$ cat src/rtl/pe_grid_pkg.sv
// Shared sizing and FSM state encoding for the PE grid feeder.
package pe_grid_pkg;

  localparam int DATA_W       = 16;
  localparam int TAG_W        = 4;
  localparam int MAX_ROWS     = 12;
  localparam int MAX_COLS     = 14;
  localparam int DRAIN_CYCLES = 6;

  typedef enum logic [1:0] {
    IDLE  = 2'd0,
    SEND  = 2'd1,
    DRAIN = 2'd2,
    DONE  = 2'd3
  } feeder_state_e;

endpackage

$ cat src/rtl/pe_grid_feeder_tag_sequencer.sv
// One bus of the feeder: clamps the job count, accepts beats from an upstream
// ready/valid stream and re-emits each beat with its sequential tag.
module tag_sequencer #(
  parameter int MAX    = 12,
  parameter int DATA_W = 16,
  parameter int TAG_W  = 4
) (
  input  logic                     clk,
  input  logic                     rst,
  input  logic                     load,
  input  logic [TAG_W-1:0]         count,
  input  logic                     enable,
  input  logic signed [DATA_W-1:0] in_data,
  input  logic                     in_valid,
  output logic                     in_ready,
  output logic signed [DATA_W-1:0] out_data,
  output logic [TAG_W-1:0]         out_tag,
  output logic                     out_valid,
  output logic                     finished
);

  localparam logic [TAG_W-1:0] MAX_T = TAG_W'(MAX);

  function automatic logic [TAG_W-1:0] sat_count(input logic [TAG_W-1:0] n);
    return (n > MAX_T) ? MAX_T : n;
  endfunction

  logic [TAG_W-1:0]         cnt_p0;
  logic [TAG_W-1:0]         lim_p0;
  logic                     hs_p0;
  logic signed [DATA_W-1:0] data_p1;
  logic [TAG_W-1:0]         tag_p1;
  logic                     vld_p1;

  // Input stage: a beat is only accepted when it still has a tag to use.
  always_comb begin
    in_ready = enable && (cnt_p0 < lim_p0);
    hs_p0    = in_ready && in_valid;
    // Looks one beat ahead so the FSM can leave SEND on the last handshake.
    finished = (cnt_p0 == lim_p0) || (hs_p0 && ((cnt_p0 + 1'b1) == lim_p0));
  end

  always_ff @(posedge clk) begin
    if (rst) begin
      cnt_p0 <= '0;
      lim_p0 <= '0;
    end else if (load) begin
      cnt_p0 <= '0;
      lim_p0 <= sat_count(count);
    end else if (hs_p0) begin
      cnt_p0 <= cnt_p0 + 1'b1;
    end
  end

  // Output stage: registered value/tag hold between beats, valid pulses.
  always_ff @(posedge clk) begin
    if (rst) begin
      data_p1 <= '0;
      tag_p1  <= '0;
      vld_p1  <= 1'b0;
    end else begin
      vld_p1 <= hs_p0;
      if (hs_p0) begin
        data_p1 <= in_data;
        tag_p1  <= cnt_p0;
      end
    end
  end

  assign out_data  = data_p1;
  assign out_tag   = tag_p1;
  assign out_valid = vld_p1;

endmodule

$ cat src/rtl/pe_grid_feeder.sv
// Tagged-multicast transmitter feeding weights (row tags) and activations
// (column tags) into the PE grid, with a settle period before done.
module pe_grid_feeder #(
  parameter int DATA_W       = pe_grid_pkg::DATA_W,
  parameter int TAG_W        = pe_grid_pkg::TAG_W,
  parameter int MAX_ROWS     = pe_grid_pkg::MAX_ROWS,
  parameter int MAX_COLS     = pe_grid_pkg::MAX_COLS,
  parameter int DRAIN_CYCLES = pe_grid_pkg::DRAIN_CYCLES
) (
  input  logic                     clk,
  input  logic                     rst,
  input  logic                     start,
  input  logic [TAG_W-1:0]         num_rows,
  input  logic [TAG_W-1:0]         num_cols,
  input  logic signed [DATA_W-1:0] w_data,
  input  logic                     w_valid,
  output logic                     w_ready,
  input  logic signed [DATA_W-1:0] a_data,
  input  logic                     a_valid,
  output logic                     a_ready,
  output logic signed [DATA_W-1:0] weight_val_out,
  output logic [TAG_W-1:0]         tag_row,
  output logic                     valid_y,
  output logic signed [DATA_W-1:0] image_val_out,
  output logic [TAG_W-1:0]         tag_col,
  output logic                     valid_x,
  output logic                     busy,
  output logic                     done
);

  import pe_grid_pkg::*;

  localparam int DRAIN_CW = (DRAIN_CYCLES > 1) ? $clog2(DRAIN_CYCLES) : 1;
  localparam logic [DRAIN_CW-1:0] DRAIN_LAST = DRAIN_CW'(DRAIN_CYCLES - 1);

  feeder_state_e       state, state_nxt;
  logic [DRAIN_CW-1:0] drain_cnt;
  logic                load;
  logic                sending;
  logic                w_fin;
  logic                a_fin;

  assign sending = (state == SEND);

  tag_sequencer #(
    .MAX    (MAX_ROWS),
    .DATA_W (DATA_W),
    .TAG_W  (TAG_W)
  ) u_w_seq (
    .clk       (clk),
    .rst       (rst),
    .load      (load),
    .count     (num_rows),
    .enable    (sending),
    .in_data   (w_data),
    .in_valid  (w_valid),
    .in_ready  (w_ready),
    .out_data  (weight_val_out),
    .out_tag   (tag_row),
    .out_valid (valid_y),
    .finished  (w_fin)
  );

  tag_sequencer #(
    .MAX    (MAX_COLS),
    .DATA_W (DATA_W),
    .TAG_W  (TAG_W)
  ) u_a_seq (
    .clk       (clk),
    .rst       (rst),
    .load      (load),
    .count     (num_cols),
    .enable    (sending),
    .in_data   (a_data),
    .in_valid  (a_valid),
    .in_ready  (a_ready),
    .out_data  (image_val_out),
    .out_tag   (tag_col),
    .out_valid (valid_x),
    .finished  (a_fin)
  );

  always_ff @(posedge clk) begin
    if (rst) begin
      state     <= IDLE;
      drain_cnt <= '0;
    end else begin
      state     <= state_nxt;
      drain_cnt <= (state == DRAIN) ? drain_cnt + 1'b1 : '0;
    end
  end

  always_comb begin
    state_nxt = state;
    load      = 1'b0;
    case (state)
      IDLE: begin
        if (start) begin
          load      = 1'b1;
          state_nxt = SEND;
        end
      end
      SEND: begin
        // Leaves on the last handshake edge, so the final valid overlaps DRAIN.
        if (w_fin && a_fin) state_nxt = DRAIN;
      end
      DRAIN: begin
        if (drain_cnt == DRAIN_LAST) state_nxt = DONE;
      end
      DONE: state_nxt = IDLE;
      default: state_nxt = IDLE;
    endcase
  end

  assign busy = (state != IDLE);
  assign done = (state == DONE);

endmodule

$ cat config.mk
export PLATFORM = sky130hd
export DESIGN_NAME = pe_grid_feeder
export DESIGN_NICKNAME = d
export VERILOG_FILES = /design/src/rtl/pe_grid_pkg.sv /design/src/rtl/pe_grid_feeder_tag_sequencer.sv /design/src/rtl/pe_grid_feeder.sv
export SDC_FILE = /design/constraint.sdc
export NUM_CORES = 1
export LEC_CHECK = 0
export CORE_MARGIN = 2
export CORE_UTILIZATION = 46
export DETAILED_ROUTE_END_ITERATION = 12
export PLACE_DENSITY = 0.8
export SETUP_SLACK_MARGIN = 0.4
export SYNTH_ARGS = -nofsm -noshare
export SYNTH_HDL_FRONTEND = slang
export SYNTH_SLANG_ARGS = --single-unit
export TNS_END_PERCENT = 100
$ cat constraint.sdc
create_clock -name clk -period 2.5 [get_ports clk]
set_input_delay 0.625 -clock clk [delete_from_list [all_inputs] [get_ports clk]]
set_output_delay 0.625 -clock clk [all_outputs]
set_load 0.1 [all_outputs]
Yosys cells after proc, flatten, opt, wreduce, memory -nomap -nowiden
Index checks and enable logic that the tools add are counted.
Widths: inputs -> output; s select.
{"block": "classes", "n_reduce_logical": 14, "mux": 8, "eq_ne": 11, "order_cmp": 4, "bitwise": 1, "add_sub_neg": 3}
{"operator": "$eq 4x4->1", "count": 4}
{"operator": "$add 4x1->4 const B", "count": 2}
{"operator": "$gt 4x4->1 const B", "count": 2}
{"operator": "$lt 4x4->1", "count": 2}
{"operator": "$mux 4", "count": 2}
{"operator": "$pmux 2 s4", "count": 1}
{"operator": "$logic_and 1x1->1", "count": 7}
{"operator": "$mux 2", "count": 3}
{"operator": "$eq 2x2->1 const B", "count": 2}
{"operator": "$ne 2x2->1 const B", "count": 2}
{"operator": "$reduce_or 2->1", "count": 2}
{"operator": "$add 3x1->3 const B", "count": 1}
{"operator": "$eq 3x3->1 const B", "count": 1}
{"operator": "$reduce_and 3->1", "count": 1}
{"operator": "$eq 2x1->1 const B", "count": 1}
{"operator": "$logic_not 2->1", "count": 1}
{"operator": "$logic_or 1x1->1", "count": 2}
{"operator": "$mux 1", "count": 2}
{"operator": "$ne 2x1->1 const B", "count": 1}
{"operator": "$reduce_bool 2->1", "count": 1}
{"operator": "$not 1->1", "count": 1}
{"block": "word_totals", "reg_bits": 63, "input_bits": 45, "elab_cells": 53}

Longest topological paths before layout
Gate-level depths: netlist of run 1.
{"block": "logic_depth", "ltp_word": 8, "mapped_depth": 10, "mapped_depth_nobuf": 8}

Cells and area by module
Synthesis of run 1 repeated with hierarchy kept, for this count alone.
{"block": "hier_totals", "hier_cells": 339, "hier_area_um2": 2925.3}
{"mod": "tag_sequencer at u_w_seq", "n_inst": 1, "cells_per_inst": 155, "area_each_um2": 1323.8}
{"mod": "tag_sequencer at u_a_seq", "n_inst": 1, "cells_per_inst": 154, "area_each_um2": 1308.8}
{"mod": "pe_grid_feeder", "n_inst": 1, "cells_per_inst": 30, "area_each_um2": 292.8}

Worst setup path before layout of run 1
No wires, ideal clock.
{"block": "synth_timing", "kind": "flip-flop to output port", "from": "register u_a_seq.lim_p0[3]", "to": "output a_ready", "required_time_ns": 1.875, "setup_slack_ns": -0.617, "stages_incl_launch_ff": 5, "arrival_ns": 2.492, "path_cell_list": "dfxtp_1 inv_1 ha_1 a211oi_1 nor2b_1"}
{"block": "synth_between", "elab_chain_cells": 2}
{"element": "start, declared", "line": "pe_grid_feeder_tag_sequencer.sv:29", "text": "logic [TAG_W-1:0] lim_p0;"}
{"element": "start signal, assigned", "line": "pe_grid_feeder_tag_sequencer.sv:49", "text": "lim_p0 <= sat_count(count);"}
{"element": "$lt 4x4->1", "line": "pe_grid_feeder_tag_sequencer.sv:37", "text": "in_ready = enable && (cnt_p0 < lim_p0);"}
{"element": "$logic_and 1x1->1", "line": "pe_grid_feeder_tag_sequencer.sv:37"}
{"element": "end, declared", "line": "pe_grid_feeder.sv:20", "text": "output logic a_ready,"}
Every way passes these cells.

Final worst setup path of run 1
{"block": "layout_timing", "from": "register u_a_seq.cnt_p0[1]", "to": "output a_ready"}
{"block": "layout_between", "elab_chain_cells": 2}
{"element": "start, declared", "line": "pe_grid_feeder_tag_sequencer.sv:28", "text": "logic [TAG_W-1:0] cnt_p0;"}
{"element": "start signal, assigned", "line": "pe_grid_feeder_tag_sequencer.sv:51", "text": "cnt_p0 <= cnt_p0 + 1'b1;"}
{"element": "$lt 4x4->1", "line": "pe_grid_feeder_tag_sequencer.sv:37"}
{"element": "$logic_and 1x1->1", "line": "pe_grid_feeder_tag_sequencer.sv:37"}
Every way passes these cells.

==> results of run 1 <==
## area by class of cell
cell class | instances | area (um^2)
multi-input combinational | 192 | 1480
fill | 484 | 1820
clock buffer | 9 | 124
clock inverter | 7 | 73.8
sequential | 63 | 1280
inverter | 13 | 48.8
tap | 75 | 93.8
timing repair buffer | 109 | 973
## where the power goes
group	internal [mW]	total, mW	switching (mW)	leakage [nW]
sequential	1.09	1.14	0.0559	0.514
combinational	0.488	1.27	0.781	1.37
clock	0.461	0.876	0.415	0.0992
## sequential cells by signal (all words and copies together) (netlist names)
register,flops
drain_cnt,3
state,2
u_a_seq.cnt_p0,4
u_a_seq.lim_p0,4
u_a_seq.out_data,16
u_a_seq.out_tag,4
u_a_seq.out_valid,1
u_w_seq.cnt_p0,4
u_w_seq.lim_p0,4
u_w_seq.out_data,16
u_w_seq.out_tag,4
u_w_seq.out_valid,1
## final timing paths
path / cells after the start / slack [ns] / endpoint
worst min-delay path: 1 / 0.45 / drain_cnt[0]
worst max register to register: 7 / 0.48 / state[1]
worst max-delay path: 5 / 0.23 / a_ready
worst min register to register: 1 / 0.45 / drain_cnt[0]
## cell families after synthesis
logic type | after synthesis | synth area share, %
xor gates and xnor gates | 17 | 6.04
and+or+nand+nor | 95 | 15.9
buffers and inverters | 26 | 4.64
AOI/OAI and AO/OA | 21 | 5.18
muxes | 42 | 15.1
adders and majority gates | 17 | 7.66
DFF | 63 | 45.4
## repair_timing
action / 4_1_cts / 5_1_grt
pin swaps: 6 / 3
resized for setup: 11 / 9
buffers inserted: 6 / 8
setup endpoints to repair: 2 / 9
## placed cells by master (no fill, tap or decap), drive strengths merged
cell            n
clkdlybuf4s50  43
nor2           60
a21oi           9
and2b           1
clkinv          5
and3            2
a211oi          2
buf            66
o21bai          1
a221oi          1
mux2i          42
dfxtp          63
o21ai           2
nand2          13
and2            2
a2111oi         1
nor2b           3
inv            13
nand3b          1
bufinv          1
clkbuf          9
o211a           1
a41oi           1
or2b            3
ha             17
o211ai          1
clkinvlp        1
a22oi           2
or4             1
nand3           6
nand4           1
xor2            4
nand2b          2
xnor2          13
## per-stage QoR
| stage | area, um^2 | std cells |
|---|---|---|
| 4_1_cts | 3980 | 460 |
| 5_1_grt | 4070 | 468 |
| 3_3_place_gp | 3710 | 438 |
| 3_5_place_dp | 3710 | 438 |
| 2_1_floorplan | 2830 | 281 |
| 6_report | 4070 | 468 |
## layer usage
| metal | vias to the layer above | part of all wire (%) | global-route usage (%) |
|---|---|---|---|
| met2 | 78 | 50 | 34.3 |
| li1 | 1142 | - | - |
| met4 | 0 | 1.7 | 7.00 |
| met3 | 13 | 8.4 | 6.48 |
| met1 | 1034 | 39 | 19.9 |
| met5 | - | 0 | 0 |
## critical path, delay by kind of cell (launching register included)
kind                     cells  cell delay [ns]
AO/OA/AOI/OAI                1             0.26
adder cells (fa/ha/maj)      1             0.24
buffers and inverters        1             0.18
flip-flops                   1             0.36
AND/OR/NAND/NOR              2             0.27
==> metrics.txt, run 1 <==
Buffers on Ports 90; Power Density 808 nW/um^2; core area 5890 um^2; starting DRC count in detailed routing 84; Top FF cell, synth dfxtp_1; Lkg Pwr 1.99 nW; end-of-flow core utilization 69.1%; Worst Setup SP u_a_seq.cnt_p0[1]; fin nets 450; Antenna diodes 0; status finished clean; Setup WS post-layout 0.225 ns; Worst Hold Launch drain_cnt[0]; peak per-stage delay on the critical path 0.36 ns; num ports 91; launch point of the worst reg-to-reg path u_a_seq.cnt_p0[1]; Least-Margin Pin Slew 0.396 ns; max_cap viols 0; CTS tree yes; Initial Util 47.2%; post-detail-place hpwl 4350 um; crit path DAT 1.65 ns; final hold vios 0; Antenna Nets Post-Route 0; Critical Path RT 1.88 ns; FMAX 440 MHz; share of the synthesized area in the top cell type 45.4%; share of cells above drive strength 1 29.8%; via count 2,267; Max clock buf depth 2; cts bufs inserted 9; most common cell in the synthesized netlist dfxtp_1; CP Launch Type flop; Worst path most repeated cell nor2b_4; All-Layer GR Usage 18.8%; global-route wire length before repair 9600 um; Layout Skew 0.00723 ns; DP Worst Slack 0.318 ns; # rows 28; syn_area_per_cell 9.88 um^2; CP max-delay cell dfxtp_4; largest net degree at the start of global routing 41; clk sinks 63; Setup Crit Path Kind reg2out; Mapped Cells 281; Clock H-tree levels 3; Slew Viols, Final 0; final RePlAce weighted congestion 0.774; Slew HR 72.9%; crit path time final 2.27 ns; worst-path maximum fanout 2; HP Class reg2reg; final period utilization 91.0%; initial antenna violation count 0; Post-synth top cells dfxtp_1 (63), nor2_1 (60), mux2i_1 (42); setup_tns 0 ns; Avg WL per Cell 13.1 um; top cells by area, synth dfxtp_1 (45%), mux2i_1 (15%), nor2_1 (8.1%); wirelength, routed 6130 um; die width 81.7 um; vias in the first global route 2,207; Yosys warnings 0; Post-synth EDFFs 0; Cell Area, Synth 2780 um^2; synthesis-to-finish area growth 46.6%; post-DR vias/cell 4.84; final setup fails 0; total gr overflow 0; CP Capture Type primary output; Power, Total 3.29 mW; cell taking the most area after synthesis dfxtp_1; crit path cell chain ha_4 -> nor2b_4 -> o211a_1 -> nor2b_4 -> buf_12; drt drc 0; clock-pin slew on the worst setup and hold paths 0.07 ns; worst hold slack 0.452 ns; first-pass iteration count of the detailed router 4; # hold bufs at CTS 0; die area 6670 um^2; post-synth cell types 35; sequential share of the synthesized area 45.4%; Net Count, Synth 343; asr flop ratio synth 0%; clock latency on the worst-skew pair 0.34 ns; Max VDD drop 429 uV; die height 81.7 um; root buf cell clkbuf_8; RSZ-0062 raised after global routing yes; Seq cells post-synth 63
(Power assumes the default switching activity.)
==> run 2: changes to the inputs <==
--- a/config.mk
+++ b/config.mk
@@ -6,9 +6,9 @@
 export NUM_CORES = 1
 export LEC_CHECK = 0
 export CORE_MARGIN = 2
-export CORE_UTILIZATION = 46
+export CORE_UTILIZATION = 31
+export CTS_BUF_LIST = sky130_fd_sc_hd__clkbuf_8
 export DETAILED_ROUTE_END_ITERATION = 12
-export PLACE_DENSITY = 0.8
 export SETUP_SLACK_MARGIN = 0.4
 export SYNTH_ARGS = -nofsm -noshare
 export SYNTH_HDL_FRONTEND = slang
==> metrics.txt, run 2 (same netlist as run 1, synthesis figures left out) <==
Worst Setup SP u_w_seq.lim_p0[3]; Initial Util 31.8% (-15 points); setup_tns 0 ns (unchanged); post-detail-place hpwl 4480 um (+3.0%); crit path cell chain inv_1 -> ha_4 -> a211oi_4 -> and2_4 -> buf_12; Slew HR 61.0% (-12 points); Critical Path RT 1.88 ns (about the same); max_cap viols 0 (unchanged); root buf cell clkbuf_8; Layout Skew 0.00809 ns (+0.000865 ns); clock-pin slew on the worst setup and hold paths 0.07 ns (about the same); synthesis-to-finish area growth 49.8%; total gr overflow 0 (unchanged); Antenna diodes 0 (unchanged); die height 98.6 um (+21%); wirelength, routed 6290 um (+2.7%); Avg WL per Cell 12.5 um (-4.8%); CTS tree yes; FMAX 437 MHz (-0.54%); post-DR vias/cell 4.55 (-6.1%); fin nets 454 (+0.89%); clk sinks 63 (unchanged); RSZ-0062 raised after global routing yes; via count 2,297 (+1.3%); final setup fails 0 (unchanged); final non-filler cell total 505 (+7.9%); die area 9720 um^2 (+46%); CP Launch Type flop; family with the most delay on the worst path flip-flops; worst hold slack 0.468 ns (+0.0158 ns); final RePlAce weighted congestion 0.736 (-5.0%); cts bufs inserted 9 (unchanged); most common cell after layout, fill and taps aside buf_4; initial antenna violation count 0 (unchanged); Antenna Nets Post-Route 0 (unchanged); HP Class reg2reg; worst-path maximum fanout 3 (+1); core area 8720 um^2 (+48%); CP Capture Type primary output; most frequent cells in the layout buf_4 (65), nor2_1 (60), dfxtp_1 (53), clkdlybuf4s50_1 (43), mux2i_1 (42); final period utilization 91.5% (+0.49 points); placed cell count 469 (+7.1%); Max clock buf depth 2 (unchanged); vias in the first global route 2,334 (+5.8%); Power Density 808 nW/um^2 (about the same); num ports 91 (unchanged); starting DRC count in detailed routing 17 (-80%); Setup Crit Path Kind reg2out; launch point of the worst reg-to-reg path u_a_seq.cnt_p0[1]; CP max-delay cell dfxtp_2; crit path buf inv count 2 (+1); die width 98.6 um (+21%); final hold vios 0 (unchanged); peak per-stage delay on the critical path 0.34 ns (-0.02 ns); global-route wire length before repair 10,400 um (+8.1%); first-pass iteration count of the detailed router 4 (unchanged); status finished clean; # rows 34 (+21%); crit path DAT 1.66 ns (about the same); drt drc 0 (unchanged); clock latency on the worst-skew pair 0.34 ns (about the same); Worst Hold Launch drain_cnt[0]; Least-Margin Pin Slew 0.585 ns (+0.189 ns); Buffers on Ports 90 (unchanged); share of cells above drive strength 1 30.0% (+0.20 points); Max VDD drop 323 uV (-25%); Fillers 837 (+73%); largest net degree at the start of global routing 33 (-20%); crit path time final 2.29 ns (+0.0123 ns); Lkg Pwr 2.00 nW (+0.80%); All-Layer GR Usage 13.1% (-5.6 points); Clock H-tree levels 3 (unchanged); Slew Viols, Final 0 (unchanged)
## run 2: worst register-to-register path: stages, from the launching register on
cell,delay (ns)
dfxtp_4,0.36
buf_4,0.15
ha_2,0.30
xor2_4,0.18
or4_1,0.52
o21ai_2,0.17
o21ai_2,0.10
mux2i_1,0.13
## run 2: cell type report
cell class / count / area (um^2) / share of cell area, %
tap: 108 / 135 / 3.25
multi-input combinational: 192 / 1490 / 35.7
clock buffer: 11 / 151 / 3.64
sequential: 63 / 1280 / 30.8
timing repair buffer: 113 / 998 / 24.0
clock inverter: 5 / 56.3 / 1.35
inverter: 13 / 48.8 / 1.17
## run 2: path summary, 6_finish.rpt
| kind | cells after the start | end | slack, ns |
|---|---|---|---|
| max | 5 | w_ready | 0.21 |
| min | 1 | drain_cnt[0] | 0.47 |
| max reg2reg | 7 | state[1] | 0.49 |
| min reg2reg | 1 | drain_cnt[0] | 0.47 |
## run 2: through the flow
step	util [%]	cell area, um^2	total power [mW]	setup slack (ns)
floorplan	-	2830	2.04	0.368
global placement	42.7	3730	2.33	0.327
detailed placement	42.7	3730	2.35	0.300
CTS	46.5	4060	3.35	0.214
global route	47.7	4160	3.54	0.151
finish	47.7	4160	3.36	0.213
## run 2: power by group
| part | switching (mW) | internal [mW] |
|---|---|---|
| Sequential | 0.0560 | 1.09 |
| Combinational | 0.795 | 0.506 |
| Clock | 0.403 | 0.513 |
| Total | 1.25 | 2.11 |
## run 2: what timing repair did
action	CTS	global route
setup endpoints to repair	14	15
gates cloned	0	0
pin swaps	6	5
hold buffers	0	0
buffers inserted	8	12
resized for setup	18	4
## run 2: per-layer routing
metal | track usage, % | up-vias | wire length [um]
met5 | 0 | - | 0
met4 | 4.95 | 0 | 92
met2 | 22.5 | 69 | 3010
met1 | 14.8 | 1070 | 2710
met3 | 5.04 | 9 | 481
li1 | - | 1149 | -
==> run 3: changes to the inputs <==
--- a/config.mk
+++ b/config.mk
@@ -9,6 +9,7 @@
 export CORE_UTILIZATION = 31
 export CTS_BUF_LIST = sky130_fd_sc_hd__clkbuf_8
 export DETAILED_ROUTE_END_ITERATION = 12
+export DONT_BUFFER_PORTS = 1
 export SETUP_SLACK_MARGIN = 0.4
 export SYNTH_ARGS = -nofsm -noshare
 export SYNTH_HDL_FRONTEND = slang
==> metrics.txt, run 3 (same netlist as run 1, synthesis figures left out) <==
setup_tns 0 ns (unchanged); share of cells above drive strength 1 35.7% (+5.7 points); clk sinks 63 (unchanged); Antenna diodes 0 (unchanged); worst hold slack 0.349 ns (-0.119 ns); final non-filler cell total 461 (-8.7%); most common cell after layout, fill and taps aside buf_4; Avg WL per Cell 13.4 um (+7.3%); RSZ-0062 raised after global routing yes; CP Launch Type flop; wirelength, routed 6160 um (-2.1%); core area 8720 um^2 (unchanged); root buf cell clkbuf_8; Lkg Pwr 1.85 nW (-7.5%); die area 9720 um^2 (unchanged); fin nets 410 (-9.7%); starting DRC count in detailed routing 53 (+36); most frequent cells in the layout buf_4 (66), nor2_1 (60), dfxtp_1 (50), mux2i_1 (42); Power Density 869 nW/um^2 (+7.5%); global-route wire length before repair 10,100 um (-2.3%); die width 98.6 um (unchanged); FMAX 435 MHz (-0.48%); clock latency on the worst-skew pair 0.33 ns (about the same); Max clock buf depth 2 (unchanged); drt drc 0 (unchanged); Antenna Nets Post-Route 0 (unchanged); Fillers 856 (+2.3%); HP Class in2reg; final period utilization 91.9% (+0.44 points); synthesis-to-finish area growth 34.9%; cts bufs inserted 9 (unchanged); largest net degree at the start of global routing 57 (+73%); vias in the first global route 2,163 (-7.3%); Initial Util 31.8% (unchanged); Clock H-tree levels 3 (unchanged); num ports 91 (unchanged); CTS tree yes; final RePlAce weighted congestion 0.725 (-1.4%); All-Layer GR Usage 13.0% (-0.11 points); placed cell count 423 (-9.8%); CP Capture Type primary output; total gr overflow 0 (unchanged); worst-path maximum fanout 2 (-1); status finished clean; Critical Path RT 1.88 ns (about the same); Buffers on Ports 0 (-100%); Slew Viols, Final 0 (unchanged); Layout Skew 0.00579 ns (-0.00231 ns); die height 98.6 um (unchanged); Max VDD drop 326 uV (+0.94%); crit path time final 2.30 ns (+0.0110 ns); Setup Crit Path Kind reg2out; initial antenna violation count 0 (unchanged); crit path DAT 1.67 ns (about the same); first-pass iteration count of the detailed router 4 (unchanged); end-of-flow core utilization 42.9% (-4.7 points); Slew HR 74.7% (+14 points); final setup fails 0 (unchanged); via count 2,106 (-8.3%); max_cap viols 0 (unchanged); # rows 34 (unchanged); clock-pin slew on the worst setup and hold paths 0.07 ns (about the same); final hold vios 0 (unchanged); post-DR vias/cell 4.57 (+0.44%); Least-Margin Pin Slew 0.379 ns (-0.206 ns); post-detail-place hpwl 4160 um (-7.0%)
[run 3: changes by cell type in the layout (fill, tap and decap cells not counted), moves of 2 or more]
cell / previous run / this run
dfxtp_1: 53 / 50
ha_2: 1 / 4
ha_1: 11 / 9
clkdlybuf4s50_1: 43 / 0
dfxtp_2: 7 / 10
[run 3: timing repair]
item,CTS,global route
hold buffers,0,0
buffers inserted,11,10
endpoints found under the setup margin,2,25
gates cloned,0,1
endpoints found under the hold margin,0,0
gates resized for setup,25,12
pin swaps,7,5
[run 3: cell type report]
cell class	count	area, um^2	area share (%)
inverters	13	48.8	1.30
clock inverters	4	43.8	1.17
clock buffers	12	165	4.41
well taps	108	135	3.61
multi-input cells	192	1510	40.2
flip-flops and latches	63	1280	34.3
repair buffers	69	561	15.0
[run 3: report_power, final]
group          switching [mW]  total [mW]  internal (mW)
combinational           0.781        1.21          0.429
clock                   0.374       0.910          0.535
sequential             0.0467        1.13           1.09
[run 3: final timing paths]
check	end	depth (start not counted)	slack [ns]	startpoint
max	w_ready	5	0.20	u_w_seq.lim_p0[1]
min	u_a_seq.lim_p0[2]	1	0.35	rst
max reg2reg	state[0]	7	0.47	u_a_seq.cnt_p0[1]
min reg2reg	u_a_seq.lim_p0[0]	2	0.46	u_a_seq.lim_p0[0]
[run 3: critical path: stages, from the launching register on]
cell	delay, ns
dfxtp_2	0.33
inv_2	0.04
ha_4	0.21
nor2b_4	0.12
o211ai_1	0.24
and2_4	0.40
[run 3: per-layer routing]
metal  vias to the layer above  track usage, %  part of all wire, %
met2                        73            22.5                   50
met4                         0            3.48                 0.55
met5                         -               0                    0
li1                       1063               -                    -
met3                         5            6.52                  8.7
met1                       965            14.2                   40
[run 3: stage by stage]
| step | total power [mW] | cell area (um^2) | setup slack [ns] |
|---|---|---|---|
| after floorplan | 2.04 | 2830 | 0.368 |
| after global placement | 2.18 | 3240 | 0.371 |
| after detailed placement | 2.20 | 3240 | 0.352 |
| after CTS | 3.22 | 3600 | 0.225 |
| after global routing | 3.44 | 3740 | 0.122 |
| final | 3.25 | 3740 | 0.202 |
